File: config.mk
export PLATFORM = sky130hd
export DESIGN_NAME = div_seq
export DESIGN_NICKNAME = d
export VERILOG_FILES = /design/src/rtl/div_seq_pkg.sv /design/src/rtl/div_seq_step.sv /design/src/rtl/div_seq.sv
export SDC_FILE = /design/constraint.sdc
export NUM_CORES = 1
export LEC_CHECK = 0
export BUFFER_PORTS_ARGS = -buffer_cell sky130_fd_sc_hd__buf_2
export CAP_MARGIN = 20
export CORE_UTILIZATION = 60
export CTS_CLUSTER_SIZE = 10
export DETAILED_ROUTE_END_ITERATION = 8
export PLACE_DENSITY = 0.81
export SYNTH_ARGS = -nofsm -noshare
export SYNTH_HDL_FRONTEND = slang
export SYNTH_HIERARCHICAL = 1
export SYNTH_SLANG_ARGS = --single-unit
export TNS_END_PERCENT = 50
File: constraint.sdc
create_clock -name clk -period 6.4 [get_ports clk]
set_input_delay 0.64 -clock clk [delete_from_list [all_inputs] [get_ports clk]]
set_output_delay 0.64 -clock clk [all_outputs]
set_load 0.02 [all_outputs]
File: src/rtl/div_seq_pkg.sv
// Shared encodings for the sequential divider: FSM states, handshake levels and EXE op codes.
package div_seq_pkg;

  localparam int DIV_DATA_W = 32;
  localparam int DIV_CNT_W  = 6;

  typedef enum logic [1:0] {
    DivFree   = 2'b00,
    DivByZero = 2'b01,
    DivOn     = 2'b10,
    DivEnd    = 2'b11
  } div_state_e;

  localparam logic DivStart          = 1'b1;
  localparam logic DivStop           = 1'b0;
  localparam logic DivResultReady    = 1'b1;
  localparam logic DivResultNotReady = 1'b0;

  localparam logic [7:0] EXE_DIV_OP  = 8'b0001_1010;
  localparam logic [7:0] EXE_DIVU_OP = 8'b0001_1011;

endpackage

File: src/rtl/div_seq_step.sv
// One restoring shift-subtract iteration: shift in a dividend bit, subtract the divisor if it fits.
module div_step #(
  parameter int DATA_W = 32
) (
  input  logic [DATA_W-1:0] rem_i,
  input  logic              dvd_bit_i,
  input  logic [DATA_W-1:0] divisor_i,
  output logic [DATA_W-1:0] rem_o,
  output logic              quo_bit_o
);

  logic [DATA_W:0]   partial;
  logic [DATA_W+1:0] diff;
  logic              unused_msb;

  assign partial   = {rem_i, dvd_bit_i};
  assign diff      = {1'b0, partial} - {2'b00, divisor_i};
  assign quo_bit_o = ~diff[DATA_W+1];
  // The kept remainder is always below the divisor, so the top bits are known zero.
  assign rem_o      = quo_bit_o ? diff[DATA_W-1:0] : partial[DATA_W-1:0];
  assign unused_msb = ^{diff[DATA_W], partial[DATA_W]};

endmodule

File: src/rtl/div_seq.sv
// Multi-cycle signed/unsigned divider sequencer returning {remainder, quotient}.
// Optional DIV_EARLY_OUT_EN: finish immediately when |dividend| < |divisor|.
module div_seq
  import div_seq_pkg::*;
#(
  parameter int DATA_W = DIV_DATA_W,
  parameter int CNT_W  = DIV_CNT_W
) (
  input  logic                clk,
  input  logic                rst,
  input  logic                start_i,
  input  logic                annul_i,
  input  logic                signed_div_i,
  input  logic [DATA_W-1:0]   opdata1_i,
  input  logic [DATA_W-1:0]   opdata2_i,
  output logic [2*DATA_W-1:0] result_o,
  output logic                ready_o,
  output logic                busy_o
);

  div_state_e          state_q, state_d;
  logic [CNT_W-1:0]    cnt_q, cnt_d;
  logic [DATA_W-1:0]   rem_q, rem_d;
  logic [DATA_W-1:0]   dq_q, dq_d;
  logic [DATA_W-1:0]   dvs_q, dvs_d;
  logic                neg_quo_q, neg_quo_d;
  logic                neg_rem_q, neg_rem_d;
  logic [2*DATA_W-1:0] result_q, result_d;
  logic                ready_q, ready_d;

  logic              op1_neg, op2_neg, early_out;
  logic [DATA_W-1:0] op1_mag, op2_mag;
  logic [DATA_W-1:0] rem_step, quo_raw, quo_fix, rem_fix;
  logic              q_step;

  assign op1_neg = signed_div_i & opdata1_i[DATA_W-1];
  assign op2_neg = signed_div_i & opdata2_i[DATA_W-1];
  assign op1_mag = op1_neg ? -opdata1_i : opdata1_i;
  assign op2_mag = op2_neg ? -opdata2_i : opdata2_i;

`ifdef DIV_EARLY_OUT_EN
  assign early_out = (op1_mag < op2_mag);
`else
  assign early_out = 1'b0;
`endif

  // dq_q shifts dividend bits out of the top while quotient bits enter at the bottom.
  div_step #(.DATA_W(DATA_W)) u_step (
    .rem_i     (rem_q),
    .dvd_bit_i (dq_q[DATA_W-1]),
    .divisor_i (dvs_q),
    .rem_o     (rem_step),
    .quo_bit_o (q_step)
  );

  assign quo_raw = {dq_q[DATA_W-2:0], q_step};
  assign quo_fix = neg_quo_q ? -quo_raw : quo_raw;
  assign rem_fix = neg_rem_q ? -rem_step : rem_step;

  always_comb begin
    state_d   = state_q;
    cnt_d     = cnt_q;
    rem_d     = rem_q;
    dq_d      = dq_q;
    dvs_d     = dvs_q;
    neg_quo_d = neg_quo_q;
    neg_rem_d = neg_rem_q;
    result_d  = result_q;
    ready_d   = ready_q;
    if (annul_i) begin
      state_d  = DivFree;
      cnt_d    = '0;
      result_d = '0;
      ready_d  = DivResultNotReady;
    end else begin
      unique case (state_q)
        DivFree: begin
          if (start_i == DivStart) begin
            if (opdata2_i == '0) begin
              state_d = DivByZero;
            end else if (early_out) begin
              state_d  = DivEnd;
              result_d = {opdata1_i, {DATA_W{1'b0}}};
              ready_d  = DivResultReady;
            end else begin
              state_d   = DivOn;
              cnt_d     = '0;
              rem_d     = '0;
              dq_d      = op1_mag;
              dvs_d     = op2_mag;
              neg_quo_d = op1_neg ^ op2_neg;
              neg_rem_d = op1_neg;
            end
          end
        end
        DivByZero: begin
          if (start_i == DivStop) begin
            state_d = DivFree;
          end else begin
            state_d  = DivEnd;
            result_d = '0;
            ready_d  = DivResultReady;
          end
        end
        DivOn: begin
          // Losing start mid-run is handled exactly like an annul.
          if (start_i == DivStop) begin
            state_d = DivFree;
            cnt_d   = '0;
          end else begin
            rem_d = rem_step;
            dq_d  = quo_raw;
            cnt_d = cnt_q + CNT_W'(1);
            if (cnt_q == CNT_W'(DATA_W-1)) begin
              state_d  = DivEnd;
              cnt_d    = '0;
              result_d = {rem_fix, quo_fix};
              ready_d  = DivResultReady;
            end
          end
        end
        DivEnd: begin
          if (start_i == DivStop) begin
            state_d  = DivFree;
            result_d = '0;
            ready_d  = DivResultNotReady;
          end
        end
        default: state_d = DivFree;
      endcase
    end
  end

  always_ff @(posedge clk or negedge rst) begin
    if (!rst) begin
      state_q   <= DivFree;
      cnt_q     <= '0;
      rem_q     <= '0;
      dq_q      <= '0;
      dvs_q     <= '0;
      neg_quo_q <= 1'b0;
      neg_rem_q <= 1'b0;
      result_q  <= '0;
      ready_q   <= DivResultNotReady;
    end else begin
      state_q   <= state_d;
      cnt_q     <= cnt_d;
      rem_q     <= rem_d;
      dq_q      <= dq_d;
      dvs_q     <= dvs_d;
      neg_quo_q <= neg_quo_d;
      neg_rem_q <= neg_rem_d;
      result_q  <= result_d;
      ready_q   <= ready_d;
    end
  end

  assign result_o = result_q;
  assign ready_o  = ready_q;
  assign busy_o   = (state_q != DivFree);

endmodule

# ---- Yosys cells after proc, flatten, opt, wreduce, memory -nomap -nowiden
# Cells that the tools add are included.
dict set report op_classes {
  add_sub_neg 6
  n_eq_ne 15
  mux 39
  bitwise 6
  reduce_logical 10
}
# op n
set ops {}
lappend ops {{$mux 32} 11}
lappend ops {{$mux 64} 5}
lappend ops {{$pmux 64 s3} 1}
lappend ops {{$neg 32->32} 4}
lappend ops {{$pmux 32 s2} 2}
lappend ops {{$sub 33x32->34} 1}
lappend ops {{$logic_not 32->1} 1}
lappend ops {{$mux 6} 5}
lappend ops {{$ne 3x3->1 const B} 6}
lappend ops {{$mux 2} 7}
lappend ops {{$pmux 6 s2} 1}
lappend ops {{$reduce_and 5->1} 2}
lappend ops {{$ne 2x2->1 const B} 4}
lappend ops {{$pmux 2 s4} 1}
lappend ops {{$add 6x1->6 const B} 1}
lappend ops {{$eq 6x5->1 const B} 1}
lappend ops {{$reduce_and 3->1} 2}
lappend ops {{$mux 1} 5}
lappend ops {{$eq 2x2->1 const B} 2}
lappend ops {{$ne 4x4->1 const B} 1}
lappend ops {{$reduce_and 4->1} 1}
lappend ops {{$reduce_bool 2->1} 2}
lappend ops {{$not 1->1} 3}
lappend ops {{$pmux 1 s3} 1}
lappend ops {{other kinds (5)} 6}
dict set report totals {
  ff_bits 171
  inputBits 69
  out_inout_bits 66
}

# ---- Longest topological paths before layout
dict set report logic_depth {
  ltp_word 8
  mapped_depth 18
  ltp_nobuf 16
}

# ---- Modules after synthesis
# The synthesis kept the hierarchy.
# mod n_inst cells_each area_each_um2 seq_area_each_um2
set by_module_without_submodules {}
lappend by_module_without_submodules {div_seq 1 1004 9766.9 4279.1}
lappend by_module_without_submodules {div_step 1 373 2429.8 0.0}

# ---- Least setup slack after synthesis
# Ideal clock, no wire load.
dict set report synth_path {
  path_type {register to register}
  startpoint {register rem_q[9]}
  endpoint {register result_q[63], in the netlist result_o[63]}
  arrival_time_ns 3.861
  required_time_ns 6.279
  slack_ns 2.418
  path_stages_with_launch 15
  path_buffers 2
  period_less_slack_ns 3.982
  cell_sequence {dfrtp_1 -> ha_1 -> buf_2 -> and4_1 -> and3_1 -> o21ai_1 -> a311oi_2 -> nor3_4 -> clkbuf_1 -> o21ai_0 -> nor4_1 -> nand4_1 -> o41ai_1 -> xnor2_1 -> a22o_1}
}
dict set report synth_between {
  elab_chain_len 8
}
# item line_no
set synth_rtl {}
lappend synth_rtl {{start: declaration} div_seq.sv:23} ;# logic [DATA_W-1:0] rem_q, rem_d;
lappend synth_rtl {{start signal: assignment} div_seq.sv:148} ;# rem_q <= rem_d;
lappend synth_rtl {{$sub 33x32->34} div_seq_step.sv:17} ;# assign diff = {1'b0, partial} - {2'b00, divisor_i};
lappend synth_rtl {{$mux 32} div_seq_step.sv:20} ;# assign rem_o = quo_bit_o ? diff[DATA_W-1:0] : partial[DATA_W-1:0];
lappend synth_rtl {{via rem_step[4]} div_seq.sv:33} ;# logic [DATA_W-1:0] rem_step, quo_raw, quo_fix, rem_fix;
lappend synth_rtl {{$neg 32->32} div_seq.sv:58} ;# assign rem_fix = neg_rem_q ? -rem_step : rem_step;
lappend synth_rtl {{$mux 32} div_seq.sv:58}
lappend synth_rtl {{$mux 64} div_seq.sv:114} ;# if (cnt_q == CNT_W'(DATA_W-1)) begin
lappend synth_rtl {{$mux 64} div_seq.sv:107} ;# if (start_i == DivStop) begin
lappend synth_rtl {{$pmux 64 s3} div_seq.sv:76} ;# unique case (state_q)
lappend synth_rtl {{$mux 64} div_seq.sv:70} ;# if (annul_i) begin
lappend synth_rtl {{end signal: assignment} div_seq.sv:153} ;# result_q <= result_d;
lappend synth_rtl {{end: declaration} div_seq.sv:28} ;# logic [2*DATA_W-1:0] result_q, result_d;
# The timed path passes the listed nets, and every way through them passes these cells. The select of a mux whose other input is x is not followed.
# A chain may end at the register's enable or synchronous reset.

# ---- Worst setup path after layout
dict set report layout_path {
  startpoint {register rem_q[3]}
  endpoint {register result_q[63], in the netlist result_o[63]}
}
# Same word-level chain as after synthesis.

==> results.ini <==
[detailed_routing]
dr_wl_met3_um=3020
antenna_left=0
dr.pass1.iters=6
vias_per_cell=6.49
vias=11300
routed.top_layer=met5
drt-wirelength-per-cell_um=19.4
drt_iter0_drc=1197
drc=0
routed_wl_um=33800
wirelength_met1_um=15900
wl_met2_um=14300

[synthesis]
syn_inst=1377
synth_edf_count=0
synth.area.mux_share=0.0294
yosys.area_share.adder=0.0447
synth_flop_cell=dfrtp_1
synth_area_leader_cell=dfrtp_1
synth_top_cell_area_share=0.351
syn_nets=1489
async_flop_share=1.00
synth_top_family_by_area=compound AO/OA/AOI/OAI gates
synth-seq-area-share=0.351
synth_compound_area_frac=0.265
synth_xor_xnor_area_share=0.0898
synth_area_leaders=dfrtp_1 (35%), xnor2_1 (6.5%), a22o_1 (6.0%), ha_1 (4.3%), o21ai_0 (3.7%)
ys_ff_latch=171
synth-simple-area-share=0.172
ys_types=88
yosysWarnings=6
syn_avg_cell_area_um2=8.86
syn-cell-area_um2=12200

[timing]
setup_violations=0
min_period_over_period=0.804
fin_ws_ns=1.26
relSlewSlack=0.297
post-route-min-period_ns=5.14
rsz0062_at_grt=no
report.final.slew_viol_count=0
finClkSkew_ns=0.0105
finalHoldViolCount=0
worst_pin_slew_ns=1.04
fin_tns_setup_ns=0
fmax_mhz=194

[finish]
fin_util=0.690
fin_cells=1745
multi_input_area_um2=7360
drive_above_1_share=0.170
synthToLayoutAreaGrowth_pct=11.6
antenna_cells=0
seqCellArea_um2=4280
nets=1579
nFillCells=1591

[floorplan]
top_level_ports=135
die_y_um=145
rows=51
core_area_um2=19700
start_util=0.619
die_x_um=145
dieArea_um2=20900

[placement]
gp_congestion=0.980
place_ws_ns=1.26
dp_hpwl_um=24300
place.detailed.instances=1712
port_buffers=134

[clock_tree]
cts_root_buf=clkbuf_16
tritoncts=yes
clk_latency_ns=0.44
postCtsSetupRepairBufs=0
cts_buffers=17
cts_hold_buf=0
h-tree-depth=4
clock_sinks=171
cts-resized-gates=0
path_clk_slew_ns=0.08
cts_max_path_buffers=2

[power]
design_power_total_mw=4.34
clkPwrFrac=0.242
power.leakage_nw=6.16
ir_drop_uv=231
p_seq_frac=0.367
switching_share=0.428
p_sw_mw=1.86
internal-power_mw=2.48
power_density_nw_per_um2=318
combPwrFrac=0.391

[worst_setup_path]
worstPathArrival_ns=5.47
critPathLaunchType=register
crit_path_start=rem_q[3]
path_class=reg -> reg
r2r-start=rem_q[3]
required_ns=6.73
crit_fanout=28
endpoint_kind=register

[global_route]
grt_max_degree=82
grt_usage=0.333
antenna_found_initial=1
grt_pass1_wl_um=53800
grt_overflow=0
first_global_vias=10300

[outcome]
status=finished, final reports clean

[hold_path]
hp-class=in -> async

[run]
cap_viol_max_count=0

[per-stage QoR]
step / hold slack, ns / cell area [um^2]
floorplan: 0.344 / 12200
global placement: 0.471 / 13000
detailed placement: 0.468 / 13000
CTS: 0.277 / 13600
global route: 0.313 / 13600
finish: 0.220 / 13600
[state kept, by name (all words and copies together) (netlist names)]
signal and cells:
rem_q 32, state_q 2, cnt_q 6, ready_o 1, neg_quo_q 1, dvs_q 32
dq_q 32, neg_rem_q 1, result_o 64
[critical path: stages (launching register included)]
cell,delay (ns)
dfrtp_1,0.40
ha_1,0.42
a21oi_1,0.22
nand2_1,0.11
o21ai_1,0.34
a311oi_2,0.18
nor3_4,0.77
buf_4,0.40
o21ai_0,0.35
nor3_1,0.54
nand4_1,0.44
o41ai_1,0.54
xnor2_1,0.11
a22o_1,0.21
[placed cells by master, fill, tap and decap left out, types with 14 or more instances in the layout]
cell / netlist / layout
a31oi_1: 17 / 16
xnor2_1: 90 / 90
xor2_1: 35 / 35
nand4_1: 17 / 17
nor2b_1: 14 / 14
a21oi_1: 80 / 79
or3_1: 17 / 17
nor4_1: 21 / 21
o21ai_0: 90 / 90
o41ai_1: 20 / 20
or4_1: 15 / 15
o31ai_1: 37 / 37
nor2_1: 104 / 103
ha_1: 42 / 41
clkbuf_16: 0 / 17
nand2_1: 104 / 103
nor3_1: 30 / 30
buf_2: 15 / 133
inv_1: 64 / 64
a22o_1: 83 / 83
dfrtp_1: 171 / 171
nand3_1: 21 / 21
buf_4: 1 / 15
mux2_2: 23 / 23
o2bb2ai_1: 14 / 14
[power by group through the flow]
stage | combinational [mW] | clock [mW] | sequential [mW]
CTS | 1.66 | 1.05 | 1.58
finish | 1.70 | 1.05 | 1.59
floorplan | 1.34 | 0 | 1.45
global placement | 1.60 | 0 | 1.58
detailed placement | 1.65 | 0 | 1.60
global route | 1.87 | 1.11 | 1.62
[cell families after synthesis]
family / after synthesis
compound gates: 453
xor+xnor: 125
fa+ha+maj: 43
buf+inv: 145
flops: 171
mux: 32
simple gates: 408
[synthesized netlist by cell type (9+ instances only)]
| library cell | count |
|---|---|
| a21o_1 | 12 |
| a21oi_1 | 80 |
| a22o_1 | 83 |
| a31oi_1 | 17 |
| and3_1 | 9 |
| buf_2 | 15 |
| clkbuf_1 | 55 |
| dfrtp_1 | 171 |
| ha_1 | 42 |
| inv_1 | 64 |
| mux2_2 | 23 |
| nand2_1 | 104 |
| nand2b_1 | 9 |
| nand3_1 | 21 |
| nand4_1 | 17 |
| nor2_1 | 104 |
| nor2b_1 | 14 |
| nor3_1 | 30 |
| nor4_1 | 21 |
| o211ai_1 | 13 |
| o21ai_0 | 90 |
| o2bb2ai_1 | 14 |
| o31ai_1 | 37 |
| o41ai_1 | 20 |
| or2_2 | 11 |
| or3_1 | 17 |
| or4_1 | 15 |
| xnor2_1 | 90 |
| xor2_1 | 35 |
[layer usage]
metal / vias to the layer above / global-route usage
met1: 5425 / 0.506
met5: - / 0
li1: 5288 / -
met4: 2 / 0.0875
met3: 57 / 0.0636
met2: 555 / 0.480
[layout make-up]
type,instances,area share
tap,265,0.0244
timing repair buffer,150,0.0584
inverter,66,0.0182
clock buffer,17,0.0312
clock inverter,15,0.0129
sequential,171,0.314
multi-input combinational,1061,0.541
[worst paths after layout]
| check | to | slack [ns] | cells past startpoint |
|---|---|---|---|
| worst max-delay path | result_o[63] | 1.26 | 13 |
| worst min-delay path | cnt_q[1] | 0.22 | 1 |
| worst max register to register | result_o[63] | 1.26 | 13 |
| worst min register to register | result_o[43] | 0.49 | 1 |
| max in group asynchronous | dq_q[1] | 4.94 | 2 |
| min in group clk | dvs_q[0] | 0.46 | 2 |
Power figures use the tool's default switching activity.
